<file path="config.mk">
export PLATFORM = sky130hd
export DESIGN_NAME = imem_fetch_responder
export DESIGN_NICKNAME = d
export VERILOG_FILES = /design/src/rtl/imem_fetch_responder.sv
export SDC_FILE = /design/constraint.sdc
export NUM_CORES = 1
export LEC_CHECK = 0
export BUFFER_PORTS_ARGS = -buffer_cell sky130_fd_sc_hd__buf_2
export CAP_MARGIN = 10
export CELL_PAD_IN_SITES_DETAIL_PLACEMENT = 1
export CELL_PAD_IN_SITES_GLOBAL_PLACEMENT = 2
export CORE_MARGIN = 4
export CORE_UTILIZATION = 25
export CTS_CLUSTER_SIZE = 10
export DETAILED_ROUTE_END_ITERATION = 6
export PLACE_DENSITY_LB_ADDON = 0.25
export SYNTH_ARGS = -nofsm -noshare
export SYNTH_HDL_FRONTEND = slang
export SYNTH_SLANG_ARGS = --single-unit
</file>
<file path="constraint.sdc">
create_clock -name clk -period 2.2 [get_ports clk]
set_clock_uncertainty 0.15 [all_clocks]
set_input_delay 0.66 -clock clk [delete_from_list [all_inputs] [get_ports clk]]
set_output_delay 0.66 -clock clk [all_outputs]
set_load 0.03 [all_outputs]
</file>
<file path="src/rtl/imem_fetch_responder.sv">
`default_nettype none
// ============================================================================
//  Module      : imem_fetch_responder
//  Description : Instruction-memory responder for the fetch handshake. Latches
//                the request, checks the address and reads a synchronous RAM.
//  Revision    : 1.0 - initial release
// ============================================================================
module imem_fetch_responder #(
    parameter int          ADDR_WIDTH     = 32,
    parameter int          MEM_ADDR_WIDTH = 10,
    parameter int          WAIT_CYCLES    = 1,
    parameter logic [31:0] RESET_INSTR    = 32'h0000_0000
) (
    input  logic                      clk,
    input  logic                      reset_n,
    input  logic                      fetch_req,
    input  logic [ADDR_WIDTH-1:0]     fetch_addr,
    output logic                      fetch_ack,
    output logic [31:0]               fetch_instr,
    output logic                      fetch_err,
    output logic                      busy,
    output logic [MEM_ADDR_WIDTH-1:0] mem_addr,
    output logic                      mem_rden,
    input  logic [31:0]               mem_q
);

    localparam logic [2:0] c_IDLE    = 3'd0;
    localparam logic [2:0] c_ISSUE   = 3'd1;
    localparam logic [2:0] c_WAIT    = 3'd2;
    localparam logic [2:0] c_RESP    = 3'd3;
    localparam logic [2:0] c_RELEASE = 3'd4;

    localparam logic [3:0] c_WAIT_LOAD = 4'(WAIT_CYCLES);

    logic [2:0]                r_state;
    logic [2:0]                w_state_nxt;
    logic [3:0]                r_wait_cnt;
    logic [MEM_ADDR_WIDTH-1:0] r_mem_addr;
    logic [31:0]               r_instr;
    logic                      r_err;

    logic w_misaligned;
    logic w_out_of_range;
    logic w_addr_err;
    logic w_accept_ok;
    logic w_accept_err;
    logic w_wait_done;

    assign w_misaligned = |fetch_addr[1:0];

    // Any address bit above the RAM word range flags an out-of-range fetch.
    generate
        if (ADDR_WIDTH > MEM_ADDR_WIDTH + 2) begin : g_range_chk
            assign w_out_of_range = |fetch_addr[ADDR_WIDTH-1:MEM_ADDR_WIDTH+2];
        end else begin : g_no_range_chk
            assign w_out_of_range = 1'b0;
        end
    endgenerate

    assign w_addr_err   = w_misaligned | w_out_of_range;
    assign w_accept_ok  = (r_state == c_IDLE) && fetch_req && !w_addr_err;
    assign w_accept_err = (r_state == c_IDLE) && fetch_req &&  w_addr_err;
    assign w_wait_done  = (r_state == c_WAIT) && (r_wait_cnt <= 4'd1);

    // State register
    always_ff @(posedge clk or negedge reset_n) begin
        if (!reset_n) begin
            r_state <= c_IDLE;
        end else begin
            r_state <= w_state_nxt;
        end
    end

    // Next-state logic
    always_comb begin
        w_state_nxt = r_state;
        case (r_state)
            c_IDLE: begin
                if (fetch_req) begin
                    w_state_nxt = w_addr_err ? c_RESP : c_ISSUE;
                end
            end
            c_ISSUE: begin
                w_state_nxt = c_WAIT;
            end
            c_WAIT: begin
                if (r_wait_cnt <= 4'd1) begin
                    w_state_nxt = c_RESP;
                end
            end
            c_RESP: begin
                w_state_nxt = fetch_req ? c_RELEASE : c_IDLE;
            end
            c_RELEASE: begin
                if (!fetch_req) begin
                    w_state_nxt = c_IDLE;
                end
            end
            default: begin
                w_state_nxt = c_IDLE;
            end
        endcase
    end

    // Moore outputs
    always_comb begin
        busy      = 1'b0;
        fetch_ack = 1'b0;
        mem_rden  = 1'b0;
        case (r_state)
            c_ISSUE: begin
                busy     = 1'b1;
                mem_rden = 1'b1;
            end
            c_WAIT: begin
                busy = 1'b1;
            end
            c_RESP: begin
                busy      = 1'b1;
                fetch_ack = 1'b1;
            end
            default: begin
                busy      = 1'b0;
                fetch_ack = 1'b0;
                mem_rden  = 1'b0;
            end
        endcase
    end

    // Datapath: latched word address, wait counter and response registers.
    // The RAM address is captured at accept so it is stable through ISSUE.
    always_ff @(posedge clk or negedge reset_n) begin
        if (!reset_n) begin
            r_mem_addr <= '0;
            r_wait_cnt <= 4'd0;
            r_instr    <= RESET_INSTR;
            r_err      <= 1'b0;
        end else begin
            if (w_accept_ok) begin
                r_mem_addr <= fetch_addr[MEM_ADDR_WIDTH+1:2];
            end

            if (r_state == c_ISSUE) begin
                r_wait_cnt <= c_WAIT_LOAD;
            end else if ((r_state == c_WAIT) && (r_wait_cnt != 4'd0)) begin
                r_wait_cnt <= r_wait_cnt - 4'd1;
            end

            if (w_accept_err) begin
                r_instr <= RESET_INSTR;
                r_err   <= 1'b1;
            end else if (w_wait_done) begin
                r_instr <= mem_q;
                r_err   <= 1'b0;
            end
        end
    end

    assign mem_addr    = r_mem_addr;
    assign fetch_instr = r_instr;
    assign fetch_err   = r_err;

endmodule
`default_nettype wire
</file>
==> results of run 1 <==
cell families after synthesis:
family,synth area share [%]
adder cells (fa/ha/maj),1.76
AND/OR/NAND/NOR,19.5
AO/OA/AOI/OAI,11.0
buffers and inverters,2.52
multiplexers,5.28
flip-flops,58.7
XOR/XNOR,1.23
stage by stage:
step	total power [mW]	cell area (µm²)	setup TNS (ns)	cells
4_1_cts	3.81	3030	0	441
3_5_place_dp	3.13	2920	-0.602	433
3_3_place_gp	3.09	2920	-0.128	433
6_report	3.72	3030	0	441
2_1_floorplan	2.49	2140	0	215
5_1_grt	4.02	3030	0	441
worst max-delay path: stages (launching register included):
cell,delay (ns)
dfrtp_1,0.38
buf_4,0.17
nor3b_2,0.21
buf_2,0.24
flip-flops by register name, summed over array words and instances, names as in the netlist:
name,flops
fetch_instr,32
mem_addr,10
r_state,3
r_wait_cnt,4
fetch_err,1
cells in the mapped netlist (2+ instances only):
| cell | number | share of area (%) |
|---|---|---|
| clkbuf_1 | 7 | 1.2 |
| xor2_1 | 2 | 0.82 |
| dfrtp_1 | 50 | 59 |
| nor3b_1 | 2 | 0.70 |
| nor2_1 | 9 | 1.6 |
| inv_1 | 2 | 0.35 |
| buf_2 | 4 | 0.94 |
| ha_1 | 3 | 1.8 |
| nor4_1 | 5 | 1.5 |
| a21oi_1 | 34 | 8.0 |
| nand3_1 | 2 | 0.47 |
| mux2_2 | 10 | 5.3 |
| nand2b_1 | 3 | 0.88 |
| nand2_1 | 66 | 12 |
area by class of cell:
type,count,area share [%]
timing repair buffer,124,22.3
clock inverter,3,1.45
inverter,2,0.248
sequential,50,41.3
clock buffer,5,2.27
tap,105,4.34
multi-input combinational,152,28.1
path summary, 6_finish.rpt:
check / endpoint / startpoint / slack [ns]
setup / recovery: mem_rden / r_state[1]$_DFFE_PN0P_ / 0.10
hold / removal: fetch_instr[0]$_DFFE_PN0P_ / reset_n / 0.20
setup reg to reg: mem_addr[9]$_DFFE_PN0P_ / r_state[2]$_DFFE_PN0P_ / 0.31
hold reg to reg: fetch_err$_DFFE_PN0P_ / fetch_err$_DFFE_PN0P_ / 0.35
max in group asynchronous: fetch_instr[15]$_DFFE_PN0P_ / reset_n / 1.43
min in group clk: fetch_err$_DFFE_PN0P_ / fetch_err$_DFFE_PN0P_ / 0.35
power groups by stage:
stage	Sequential [mW]	Combinational (mW)	Clock [mW]
after global routing	1.38	1.91	0.730
final	1.34	1.72	0.654
after floorplan	1.73	0.758	0
after detailed placement	1.36	1.77	0
after CTS	1.34	1.77	0.694
after global placement	1.35	1.73	0
metal layers:
metal	wire length [µm]	up-vias	global-route usage (%)	share of wire, %
li1	-	956	-	-
met2	2810	90	21.5	46
met4	0	0	2.49	0
met1	2720	917	15.0	44
met3	636	0	3.96	10
met5	0	-	0	0
==> flow_summary.json, run 1 <==
{
  "status": "finished, final reports clean",
  "clock_sinks": 50,
  "drc": 0,
  "cp.required_ns": 1.39,
  "setup.worst_path.class": "flip-flop to output pin",
  "power_density_nw_per_um2": 1230,
  "grt_max_degree": 27,
  "synth_warnings": 0,
  "drtPass1Iterations": 2,
  "cts.clk_slew.worst_paths_ns": 0.10,
  "yosysUniqueCellTypes": 30,
  "multiInputGateArea_um2": 851,
  "synthCells": 215,
  "h-tree-depth": 2,
  "fin_nets": 405,
  "cts_hold_buffers": 0,
  "final_common_cell": "buf_2",
  "period_needed_ns": 2.10,
  "io_pins": 113,
  "tritoncts": "done",
  "synth_ff_type": "dfrtp_1",
  "area_growth_pct": 42.0,
  "fillers": 1004,
  "first_global_vias": 2175,
  "critPathMaxFanout": 7,
  "syn_area_um2": 2130,
  "die_w_um": 100,
  "startpoint_type": "flip-flop",
  "rsz0062_at_grt": "no",
  "cap_violations": 0,
  "drt_iter0_drc": 39,
  "async_flop_share_pct": 100,
  "synth_edf_count": 0,
  "wire_per_inst_um": 14.0,
  "grt_overflow": 0,
  "die_y_um": 100,
  "layout_setup_ws_ns": 0.104,
  "swShare_pct": 43.1,
  "synth_nets": 285,
  "track_usage_pct": 12.3,
  "worstSetupEndpointType": "output pin",
  "dpl_worst_slack_ns": -0.0734,
  "postSynthAreaPerCell_um2": 9.92,
  "slew_headroom_pct": 76.9,
  "mostFrequentLayoutCells": "buf_2, nand2_1, dfrtp_1",
  "register_area_um2": 1250,
  "gp_congestion": 0.697,
  "drtAntennaViolNets": 0,
  "clock_path_buffers": 2,
  "hold_violations": 0,
  "vias": 1963,
  "finalCritPeriodShare_pct": 95.3,
  "pwr-share-comb_pct": 46.4,
  "portBuffers": 112,
  "peakVddDrop_v": 0.000456,
  "cts_buffers": 5,
  "grt_pass1_wl_um": 9980,
  "final_util_pct": 36.7,
  "cts_resized": 0,
  "rr_worst_depth": 4,
  "hold_ws_ns": 0.204,
  "arrival_ns": 1.29,
  "hold_class": "input pin to async pin",
  "cts_root_buffer": "clkbuf_8",
  "worst_pin_slew_ns": 0.346,
  "vias_per_cell": 4.45,
  "antenna_found_initial": 0,
  "coreArea_um2": 8260,
  "dpl.hpwl_um": 4750,
  "fmax_mhz": 477,
  "cts_setup_buffers": 0,
  "setup_viol": 0,
  "p_leak_nw": 1.60,
  "wl_um": 6160,
  "rows": 33,
  "dieArea_um2": 10100,
  "initial_core_util_pct": 25.8,
  "slew_violations": 0,
  "p_int_mw": 2.12,
  "p_switching_mw": 1.60,
  "diodes": 0,
  "clk-insertion-delay-late_ns": 0.29,
  "final_layout_size_suffix_gt1_share_pct": 44.0,
  "yosysSeqAreaShare_pct": 58.7,
  "p_seq_share_pct": 36.0,
  "synth-seq-cells": 50,
  "power_frac_clock_pct": 17.6
}
Power figures use the tool's default switching activity.
==> run 2, diff against run 1 <==
--- a/config.mk
+++ b/config.mk
@@ -11,2 +11,3 @@
 export CELL_PAD_IN_SITES_GLOBAL_PLACEMENT = 2
+export CORE_ASPECT_RATIO = 1.1
 export CORE_MARGIN = 4
==> constraint.sdc (replaced) <==
create_clock -name clk -period 2.2 [get_ports clk]
set_clock_uncertainty 0.15 [all_clocks]
set_input_delay 0.44 -clock clk [delete_from_list [all_inputs] [get_ports clk]]
set_output_delay 0.44 -clock clk [all_outputs]
set_load 0.03 [all_outputs]
==> run 2 against run 1 <==
The run now ends with hold timing left; flip-flop and latch count unchanged; utilization is 0.56 points lower; global-route usage is 0.48 points lower; via count decreased by 1.4%.
==> flow_summary.json, run 2 (synthesis results as in run 1) <==
{
  "setup.worst_path.class": "flip-flop to output pin",
  "rsz0062_at_grt": "no",
  "slowest_delay_ns": 0.38,
  "dieArea_um2": 10100,
  "drt_iter0_drc": 35,
  "cp.required_ns": 1.61,
  "grt_pass1_wl_um": 9450,
  "hold_ws_ns": -0.0100,
  "gp_congestion": 0.721,
  "fmax_mhz": 508,
  "largest_reg_flops": 32,
  "grt_overflow": 0,
  "diodes": 0,
  "io_pins": 113,
  "clock_sinks": 50,
  "finalCritPeriodShare_pct": 89.4,
  "worst_pin_slew_ns": 0.597,
  "layout_setup_ws_ns": 0.233,
  "portBuffers": 112,
  "hold_class": "input pin to async pin",
  "antenna_found_initial": 0,
  "drc": 0,
  "initial_core_util_pct": 25.5,
  "cp_cell_sequence": "buf_4, nor3b_1, buf_4, buf_2",
  "grt_max_degree": 26,
  "critPathMaxFanout": 7,
  "h-tree-depth": 2,
  "register_area_um2": 1250,
  "slew_headroom_pct": 60.2,
  "area_growth_pct": 41.6,
  "drtPass1Iterations": 4,
  "clk-insertion-delay-late_ns": 0.29,
  "multiInputGateArea_um2": 846,
  "dp_cells": 437,
  "slew_violations": 0,
  "r2r_slack_ns": 0.34,
  "wire_per_inst_um": 13.4,
  "wl_um": 5950,
  "cts_resized": 0,
  "setup_tns_ns": 0,
  "vias_per_cell": 4.35,
  "first_global_vias": 2044,
  "failed_checks": "hold timing",
  "path_buf_inv": 3,
  "cts_root_buffer": "clkbuf_8",
  "peakVddDrop_v": 0.000512,
  "worstSetupEndpointType": "output pin",
  "rows": 35,
  "final_layout_size_suffix_gt1_share_pct": 43.4,
  "die_y_um": 105,
  "track_usage_pct": 11.8,
  "tritoncts": "done",
  "drtAntennaViolNets": 0,
  "cts_hold_buffers": 0,
  "cts_setup_buffers": 0,
  "setup_viol": 0,
  "dpl_worst_slack_ns": 0.0952,
  "die_w_um": 96.1,
  "vias": 1935,
  "fillers": 1016,
  "dpl.hpwl_um": 4620,
  "mostFrequentLayoutCells": "buf_2, nand2_1, dfrtp_1",
  "fin_nets": 403,
  "slowest_stage": "dfrtp_1",
  "status": "finished with violations",
  "power_density_nw_per_um2": 1200,
  "final_common_cell": "buf_2",
  "cts_buffers": 5,
  "cp_top_family": "buffers and inverters",
  "period_needed_ns": 1.97,
  "fin_cells": 445,
  "clock_path_buffers": 2,
  "cap_violations": 0,
  "p_leak_nw": 1.58,
  "startpoint_type": "flip-flop",
  "cts.clk_slew.worst_paths_ns": 0.09,
  "cpMostUsedCell": "buf_4",
  "hold_violations": 23,
  "coreArea_um2": 8360,
  "arrival_ns": 1.38
}
==> run 2: path summary, 6_finish.rpt <==
path,startpoint,endpoint,cells after the start
max,r_state[1]$_DFFE_PN0P_,mem_rden,4
min,reset_n,fetch_instr[4]$_DFFE_PN0P_,1
max reg2reg,r_wait_cnt[0]$_DFFE_PN0P_,fetch_instr[16]$_DFFE_PN0P_,6
min reg2reg,fetch_err$_DFFE_PN0P_,fetch_err$_DFFE_PN0P_,1
max in group asynchronous,reset_n,mem_addr[5]$_DFFE_PN0P_,2
min in group clk,mem_q[28],fetch_instr[28]$_DFFE_PN0P_,3
==> run 2: report_power, final <==
group	total, mW	internal (mW)	leakage, nW	switching, mW
Clock	0.591	0.289	0.0544	0.302
Sequential	1.33	1.18	0.658	0.153
Combinational	1.70	0.589	0.871	1.11
Total	3.62	2.06	1.58	1.57
==> run 2: layer usage <==
layer  wire length [µm]  GRT usage (%)  share of wire, %
met3                705           4.39                12
met1               2530           14.5                42
met5                  0              0                 0
met2               2680           19.3                45
met4                 44           3.25              0.74
==> run 2: layout make-up <==
class,count,area share [%]
Clock buffer,7,3.19
Clock inverter,1,0.290
Inverter,2,0.248
Multi-Input combinational cell,152,28.0
Sequential cell,50,41.4
Tap cell,111,4.60
Timing Repair Buffer,122,22.3
==> run 2: metrics by stage <==
stage / area (µm²) / utilization [%] / total power [mW]
after CTS: 3020 / 36.1 / 3.72
after global placement: 2920 / 34.9 / 3.07
final: 3020 / 36.1 / 3.62
after detailed placement: 2920 / 34.9 / 3.10
after global routing: 3020 / 36.1 / 3.95
after floorplan: 2130 / - / 2.48
==> run 3, diff against run 2 <==
CELL_PAD_IN_SITES_DETAIL_PLACEMENT = not set   (was 1)
CELL_PAD_IN_SITES_GLOBAL_PLACEMENT = not set   (was 2)
CORE_UTILIZATION = 44   (was 25)
CTS_CLUSTER_DIAMETER = 150   (was not set)
==> run 3 against run 2 <==
Critical path depth is the same; the run still ends with hold timing left; utilization grew 26 points; flip-flop and latch count is the same; critical endpoint unchanged; routed wire length shrank 14%; final cell count shrank 13%; setup slack gained 0.00082 ns; via count is essentially flat.
==> flow_summary.json, run 3 (synthesis results as in run 1) <==
{
  "hold_violations": 25,
  "grt_pass1_wl_um": 7980,
  "slowest_stage": "dfrtp_1",
  "mostFrequentLayoutCells": "buf_2, nand2_1, dfrtp_1",
  "cts_hold_buffers": 0,
  "hold_class": "input pin to async pin",
  "io_pins": 113,
  "fin_nets": 402,
  "cap_violations": 0,
  "wl_um": 5140,
  "cts_buffers": 5,
  "hold_ws_ns": -0.00908,
  "p_leak_nw": 1.57,
  "drc": 0,
  "rows": 26,
  "startpoint_type": "flip-flop",
  "slowest_delay_ns": 0.38,
  "peakVddDrop_v": 0.000630,
  "p_seq_share_pct": 37.6,
  "gp_congestion": 0.727,
  "top_layer": "met4",
  "r2r_start": "r_state[2]$_DFFE_PN0P_",
  "die_y_um": 81.0,
  "cp.required_ns": 1.61,
  "portBuffers": 112,
  "power_frac_clock_pct": 15.5,
  "first_global_vias": 1835,
  "track_usage_pct": 16.9,
  "clock_sinks": 50,
  "dpl.hpwl_um": 3920,
  "rr_worst_depth": 4,
  "reg2reg_to": "fetch_instr[18]$_DFFE_PN0P_",
  "status": "finished with violations",
  "final_util_pct": 62.4,
  "worstSetupEndpointType": "output pin",
  "clock_path_buffers": 2,
  "cts_resized": 0,
  "cts_setup_buffers": 0,
  "met3_length_um": 635,
  "swShare_pct": 43.2,
  "setup_viol": 0,
  "p_int_mw": 2.01,
  "period_needed_ns": 1.97,
  "coreArea_um2": 4680,
  "p_switching_mw": 1.53,
  "wire_per_inst_um": 13.2,
  "clk-insertion-delay-late_ns": 0.29,
  "failed_checks": "hold timing",
  "worst_pin_slew_ns": 0.598,
  "initial_core_util_pct": 45.5,
  "drt-met1-wl_um": 2040,
  "die_w_um": 74.4,
  "dieArea_um2": 6030,
  "wl_met2_um": 2410,
  "pwr-share-comb_pct": 46.9,
  "antenna_found_initial": 0,
  "rsz0062_at_grt": "no",
  "largest_reg_flops": 32,
  "vias_per_cell": 4.98,
  "tritoncts": "done",
  "cts.clk_slew.worst_paths_ns": 0.09,
  "r2r_slack_ns": 0.29,
  "finalCritPeriodShare_pct": 89.4,
  "drtAntennaViolNets": 0,
  "cpMostUsedCell": "buf_4",
  "final_layout_size_suffix_gt1_share_pct": 43.2,
  "cp_cell_sequence": "buf_4, nor3b_1, buf_4, buf_2",
  "fmax_mhz": 508,
  "grt_overflow": 0,
  "vias": 1936,
  "slew_violations": 0,
  "drtPass1Iterations": 4,
  "final_common_cell": "buf_2",
  "cts_root_buffer": "clkbuf_8",
  "drt_iter0_drc": 42,
  "setup_tns_ns": 0,
  "area_growth_pct": 37.1,
  "power_density_nw_per_um2": 1210,
  "critPathMaxFanout": 7,
  "arrival_ns": 1.38,
  "diodes": 0,
  "grt_max_degree": 27,
  "setup.worst_path.class": "flip-flop to output pin",
  "h-tree-depth": 2,
  "slew_headroom_pct": 60.1
}
==> run 3: changes by cell type in the layout (fill, tap and decap cells not counted), sizes merged <==
cell	delta
clkinvlp	+1
buf	-1
clkbuf	-1
==> run 3: layout make-up <==
class,instances,area [µm²]
Multi-Input combinational cell,152,835
Timing Repair Buffer,121,666
Tap cell,56,70.1
Sequential cell,50,1250
Fill cell,430,1760
Clock buffer,6,82.6
Clock inverter,2,12.5
Inverter,2,7.51
==> run 3: worst max path at each step <==
stage	startpoint	endpoint	slack [ns]	depth (start not counted)
after floorplan	r_state[2]$_DFFE_PN0P_	mem_rden	0.16	2
after global placement	fetch_req	fetch_instr[7]$_DFFE_PN0P_	0.21	6
after detailed placement	fetch_addr[22]	mem_addr[1]$_DFFE_PN0P_	0.19	6
after CTS	r_state[1]$_DFFE_PN0P_	mem_rden	0.21	4
after global routing	r_state[1]$_DFFE_PN0P_	mem_rden	0.16	4
final	r_state[1]$_DFFE_PN0P_	mem_rden	0.23	4
==> run 3: power groups by stage <==
stage	clock, mW	sequential (mW)	combinational [mW]
after floorplan	0	1.73	0.756
after global placement	0	1.35	1.65
after detailed placement	0	1.35	1.68
after CTS	0.572	1.33	1.68
after global routing	0.607	1.36	1.85
final	0.551	1.33	1.66
==> run 3: stage by stage <==
step	area [µm²]	cells	worst slack, ns	total power, mW	hold WS, ns
after detailed placement	2830	381	0.190	3.02	0.321
after floorplan	2130	215	0.161	2.48	-0.00559
after global placement	2830	381	0.206	3.00	0.306
after CTS	2920	389	0.214	3.59	0.0104
after global routing	2920	389	0.162	3.82	0.0296
final	2920	389	0.233	3.55	-0.00908
==> run 3: routing by layer <==
layer,track usage (%),vias to the layer above
met4,4.27,0
li1,-,945
met2,29.7,90
met5,0,-
met1,20.2,896
met3,4.70,5
==> run 3: worst max-delay path: cells and delay by family (launching register included) <==
kind / cells / cell delay (ns)
buffers and inverters: 3 / 0.52
flip-flops: 1 / 0.38
AND/OR/NAND/NOR: 1 / 0.18
